$ cat src/rtl/fetch_stage.sv
// fetch_stage: instruction fetch front end.
// Issues in-order fetch requests to instruction memory under a two-entry
// credit limit. Returned instructions are buffered with their PCs in a
// two-entry FIFO that feeds the decode pipeline register. A redirect
// flushes buffered work and arranges for any still-outstanding responses
// to be dropped as they return.
//
// Ports
//   clk          rising-edge clock for all state
//   rst          synchronous active-high reset
//   imem_req     fetch request valid
//   imem_addr    fetch address (current fetch PC)
//   imem_gnt     memory accepts the request this cycle
//   imem_rvalid  read data valid, returned in request order
//   imem_rdata   instruction data
//   stall        downstream cannot accept this cycle
//   redirect     branch/flush request from a later stage
//   redirect_pc  new fetch PC
//   o_valid      output entry valid
//   o_pc         PC of the output instruction
//   o_instr      output instruction
module fetch_stage #(
    parameter int unsigned      PC_W     = 8,
    parameter int unsigned      INSTR_W  = 8,
    parameter logic [PC_W-1:0]  RESET_PC = '0
) (
    input  logic               clk,
    input  logic               rst,
    output logic               imem_req,
    output logic [PC_W-1:0]    imem_addr,
    input  logic               imem_gnt,
    input  logic               imem_rvalid,
    input  logic [INSTR_W-1:0] imem_rdata,
    input  logic               stall,
    input  logic               redirect,
    input  logic [PC_W-1:0]    redirect_pc,
    output logic               o_valid,
    output logic [PC_W-1:0]    o_pc,
    output logic [INSTR_W-1:0] o_instr
);

    logic [PC_W-1:0]    r_fetch_pc;

    // output FIFO of {pc, instr}
    logic [PC_W-1:0]    r_fifo_pc    [2];
    logic [INSTR_W-1:0] r_fifo_instr [2];
    logic               r_fifo_rd;
    logic               r_fifo_wr;
    logic [1:0]         r_fifo_cnt;

    // PCs of requests granted but not yet answered (excluding discarded ones)
    logic [PC_W-1:0]    r_ifq_pc [2];
    logic               r_ifq_rd;
    logic               r_ifq_wr;

    logic [1:0]         r_outstanding;
    logic [1:0]         r_discard;

    logic [2:0]         w_credit_used;
    logic               w_gnt;
    logic               w_rsp;
    logic               w_keep;
    logic               w_pop;
    logic [1:0]         w_out_after_rsp;

    // Outstanding requests plus buffered entries may never exceed the FIFO
    // depth, so every response always has a slot waiting for it.
    assign w_credit_used   = {1'b0, r_outstanding} + {1'b0, r_fifo_cnt};
    assign imem_req        = !rst && !redirect && (w_credit_used < 3'd2);
    assign imem_addr       = r_fetch_pc;

    assign w_gnt           = imem_req && imem_gnt;
    assign w_rsp           = imem_rvalid && (r_outstanding != 2'd0);
    assign w_keep          = w_rsp && (r_discard == 2'd0);
    assign w_pop           = (r_fifo_cnt != 2'd0) && !stall;
    assign w_out_after_rsp = r_outstanding - 2'(w_rsp);

    assign o_valid = !rst && (r_fifo_cnt != 2'd0);
    assign o_pc    = r_fifo_pc[r_fifo_rd];
    assign o_instr = r_fifo_instr[r_fifo_rd];

    // control state
    always_ff @(posedge clk) begin
        if (rst) begin
            r_fetch_pc    <= RESET_PC;
            r_fifo_rd     <= 1'b0;
            r_fifo_wr     <= 1'b0;
            r_fifo_cnt    <= '0;
            r_ifq_rd      <= 1'b0;
            r_ifq_wr      <= 1'b0;
            r_outstanding <= '0;
            r_discard     <= '0;
        end else if (redirect) begin
            // Everything still in flight after this cycle's response is
            // stale and must be dropped when it returns.
            r_fetch_pc    <= redirect_pc;
            r_fifo_rd     <= 1'b0;
            r_fifo_wr     <= 1'b0;
            r_fifo_cnt    <= '0;
            r_ifq_rd      <= 1'b0;
            r_ifq_wr      <= 1'b0;
            r_outstanding <= w_out_after_rsp;
            r_discard     <= w_out_after_rsp;
        end else begin
            if (w_gnt) begin
                r_ifq_wr   <= ~r_ifq_wr;
                r_fetch_pc <= r_fetch_pc + PC_W'(1);
            end
            if (w_keep) begin
                r_ifq_rd  <= ~r_ifq_rd;
                r_fifo_wr <= ~r_fifo_wr;
            end
            if (w_rsp && !w_keep) begin
                r_discard <= r_discard - 2'd1;
            end
            if (w_pop) begin
                r_fifo_rd <= ~r_fifo_rd;
            end
            r_outstanding <= r_outstanding + 2'(w_gnt) - 2'(w_rsp);
            r_fifo_cnt    <= r_fifo_cnt + 2'(w_keep) - 2'(w_pop);
        end
    end

    // storage (no reset needed; validity is tracked by the counters above)
    always_ff @(posedge clk) begin
        if (!rst && !redirect) begin
            if (w_gnt) begin
                r_ifq_pc[r_ifq_wr] <= r_fetch_pc;
            end
            if (w_keep) begin
                r_fifo_pc[r_fifo_wr]    <= r_ifq_pc[r_ifq_rd];
                r_fifo_instr[r_fifo_wr] <= imem_rdata;
            end
        end
    end

    // A response with nothing outstanding is a memory protocol violation.
    a_rvalid_needs_outstanding: assert property (
        @(posedge clk) disable iff (rst) !(imem_rvalid && (r_outstanding == 2'd0))
    );

endmodule
$ cat config.mk
export PLATFORM = sky130hd
export DESIGN_NAME = fetch_stage
export DESIGN_NICKNAME = d
export VERILOG_FILES = /design/src/rtl/fetch_stage.sv
export SDC_FILE = /design/constraint.sdc
export NUM_CORES = 1
export LEC_CHECK = 0
export BUFFER_PORTS_ARGS = -buffer_cell sky130_fd_sc_hd__buf_2
export CAP_MARGIN = 25
export CORE_ASPECT_RATIO = 0.8
export CORE_UTILIZATION = 55
export DETAILED_ROUTE_END_ITERATION = 10
export GPL_TIMING_DRIVEN = 0
export PLACE_DENSITY = 0.86
export SLEW_MARGIN = 30
export SYNTH_ARGS = -nofsm -noshare
export SYNTH_HDL_FRONTEND = slang
export SYNTH_SLANG_ARGS = --single-unit
$ cat constraint.sdc
create_clock -name clk -period 4.2 [get_ports clk]
set_input_delay 0.63 -clock clk [delete_from_list [all_inputs] [get_ports clk]]
set_output_delay 0.63 -clock clk [all_outputs]
set_load 0.01 [all_outputs]
==> metrics <==
Simple-Gate Fraction of Synth Area=~8%; count leader, synth=edfxtp_1; # setup viols final=0; Total Wirelength=4730 µm; Post-route DRC=0; GRT Total Usage=around a fifth; RSZ-0062 raised after global routing=false; met3 wire length=263 µm; max incr delay on CP=between 0.5 and 0.6 ns; Leak=about 1.3 nW; post-DP HPWL=about 3300 µm; RD Place Congestion=0.751; fmax=between 300 and 400 MHz; filler cell count=around 320; post-route setup slack=around 1.5 ns; Post-synth EDFFs=48; core area=around 0.0047 mm²; Met1 Wirelength=approximately 2100 µm; CTS resizes=0; register area share after synthesis=66.4%; H-tree depth reported by CTS=3; Die ar.=0.00534 mm²; post-DR vias/cell=approximately 5.2; post-route cell area=roughly 0.0034 mm²; Clock Path Buffers=2; Slowest-stage cell, CP=fa_1; main combinational cell family by area after synthesis=multiplexers; port buffer count=47; Yosys warning count=0; worst path cell trace=and2_1, fa_1, nor3b_4, nand2_1, ha_1, inv_1, ha_1, xnor2_1, o21ai_1, xnor2_1, nor2_1; crit path kind=register to register; Reg clk slew, reported paths=about 0.07 ns; Antenna diodes=0; placed cell areas=approximately 0.0031 mm²; Distinct cells, synth=35; PwrDens=480 mW/mm²; Synth Cell Area=between 0.002 and 0.003 mm²; status=finished, final reports clean; vias post-DR=1663; highest routed layer=met4; Routed Antenna Nets=0; Mapped Cells=195; Slew HR=around half; dpl ws=between 1.5 and 2 ns; Max Transition Viols Final=0; most area-hungry cell type in the Yosys netlist=edfxtp_1; WL met2=2330 µm; Initial Utilization=59.0%; first-pass GRT wire length=just under 8000 µm; Post-CTS Setup Inserts=0; Top FF cell, synth=edfxtp_1; largest net degree at the start of global routing=13; Mean Syn Cell Area=14.2 µm²; Hold Vio Cnt, Final=0; Max Cap Viol=0; ranking of synthesized cells by area=edfxtp_1, dfxtp_1, mux2_2; num ports=48; worst-margin pin slew=between 0.7 and 0.8 ns; TritonRoute pass-1 iters=4; Worst IR Drop VDD=roughly 0.00027 V; Setup crit start kind=register; number of global-route vias before repair=around 1600; post-route setup TNS=0 ns; Die X=a little over 80 µm; share of layout cells above drive strength 1=36.3%; Syn-to-layout area delta=21.6%; Min-Delay Path Class=input pin to register; CTS Root Cell=clkbuf_8; share of the synthesized area in the top cell type=51.9%; num rows=22; register bit count reported by yosys=68; Max FO, Critical Path=8; Initial DRC Count=75; grt ovf=0; Num Clock Sinks=between 60 and 70; Final Skew=0.00756 ns; Async SR Flop Fraction=0%; Synth top cells by count=edfxtp_1, mux2_2, dfxtp_1; critical path arrival=just under 3 ns; Synth Area in XOR/XNOR=just over 5%; Period minus WS final=about 2.7 ns; Post-Synth Adder-Cell Area=3.88%; final-stage net count=287; worst skew pair latency=~0.34 ns; CTS tree=done; Crit. End Element=register; Power Total=between 1.5 and 2 mW; total CTS buffers=9; Die Height=between 60 and 70 µm; worst path required time=4.41 ns; CP top delay family=adder cells; initial antenna violation count=0; post-route clock period utilization=between 60% and 70%; Syn Nets=roughly 230; hold buffers post-CTS=0; Wirelength per Cell=14.7 µm; Worst Path Buf+Inv=1; complex-gate fraction of the synthesized area=under 10%; post-synthesis mux area share=between 10 and 15%
## metrics by stage
stage	cells	util, %	hold WS [ns]
after floorplan	195	-	0.472
after global placement	302	65.6	0.487
after detailed placement	306	66.6	0.488
after CTS	322	71.7	0.461
after global routing	322	71.7	0.455
final	322	71.7	0.481
## placed cells by master (no fill, tap or decap), types with 3 or more instances in the layout
master / Yosys / final
ha_1: 7 / 7
nor2_1: 19 / 19
xnor2_1: 11 / 11
clkbuf_8: 0 / 9
dfxtp_1: 20 / 20
clkbuf_1: 5 / 6
bufinv_16: 0 / 3
a21oi_1: 7 / 7
nand2_1: 7 / 7
mux2_2: 24 / 24
edfxtp_1: 48 / 48
nand4_1: 4 / 4
xor2_1: 5 / 5
buf_2: 1 / 48
inv_1: 8 / 8
## worst paths after layout
path	from	endpoint	slack, ns	depth (start not counted)
max reg2reg	r_outstanding[0]	r_outstanding[1]	1.52	11
max	r_outstanding[0]	r_outstanding[1]	1.52	11
min	imem_rdata[3]	r_fifo_instr[1][3]	0.48	1
min reg2reg	r_fifo_rd	r_fifo_rd	0.53	2
## per-layer routing
metal,vias up,global-route usage (%)
met2,45,33.9
met1,780,23.8
met3,8,9.03
met4,0,6.70
met5,-,0
li1,830,-
## state kept, by name, indices dropped and copies added, names as in the netlist, named ones only
| register | flops |
|---|---|
| r_fifo_rd | 1 |
| r_fifo_instr | 16 |
| r_fifo_wr | 1 |
| r_fifo_cnt | 2 |
| r_ifq_wr | 1 |
| imem_addr | 8 |
| r_ifq_rd | 1 |
| r_discard | 2 |
| r_outstanding | 2 |
| r_fifo_pc | 16 |
| r_ifq_pc | 16 |
## cells by family (layout without fill, tap and decap cells)
logic type | Yosys count | after routing
AND/OR/NAND/NOR | 43 | 43
multiplexers | 25 | 25
buffers and inverters | 15 | 82
XOR/XNOR | 16 | 16
AO/OA/AOI/OAI | 20 | 20
adder cells (fa/ha/maj) | 8 | 8
flip-flops | 68 | 68
## cell type report
type / count / area (µm²) / area share, %
multi-input combinational: 112 / 886 / 26.3
sequential: 68 / 1840 / 54.6
tap: 60 / 75.1 / 2.23
inverter: 8 / 30.0 / 0.890
timing repair buffer: 51 / 273 / 8.09
buffer: 7 / 27.5 / 0.816
clock inverter: 6 / 113 / 3.34
clock buffer: 10 / 128 / 3.78
## where the power goes
| group | total [mW] | switching, mW | internal [mW] |
|---|---|---|---|
| logic | 0.203 | 0.107 | 0.0962 |
| registers | 0.784 | 0.0282 | 0.755 |
| clock network | 0.633 | 0.237 | 0.395 |
No activity file was read; power rests on OpenSTA's default activity.
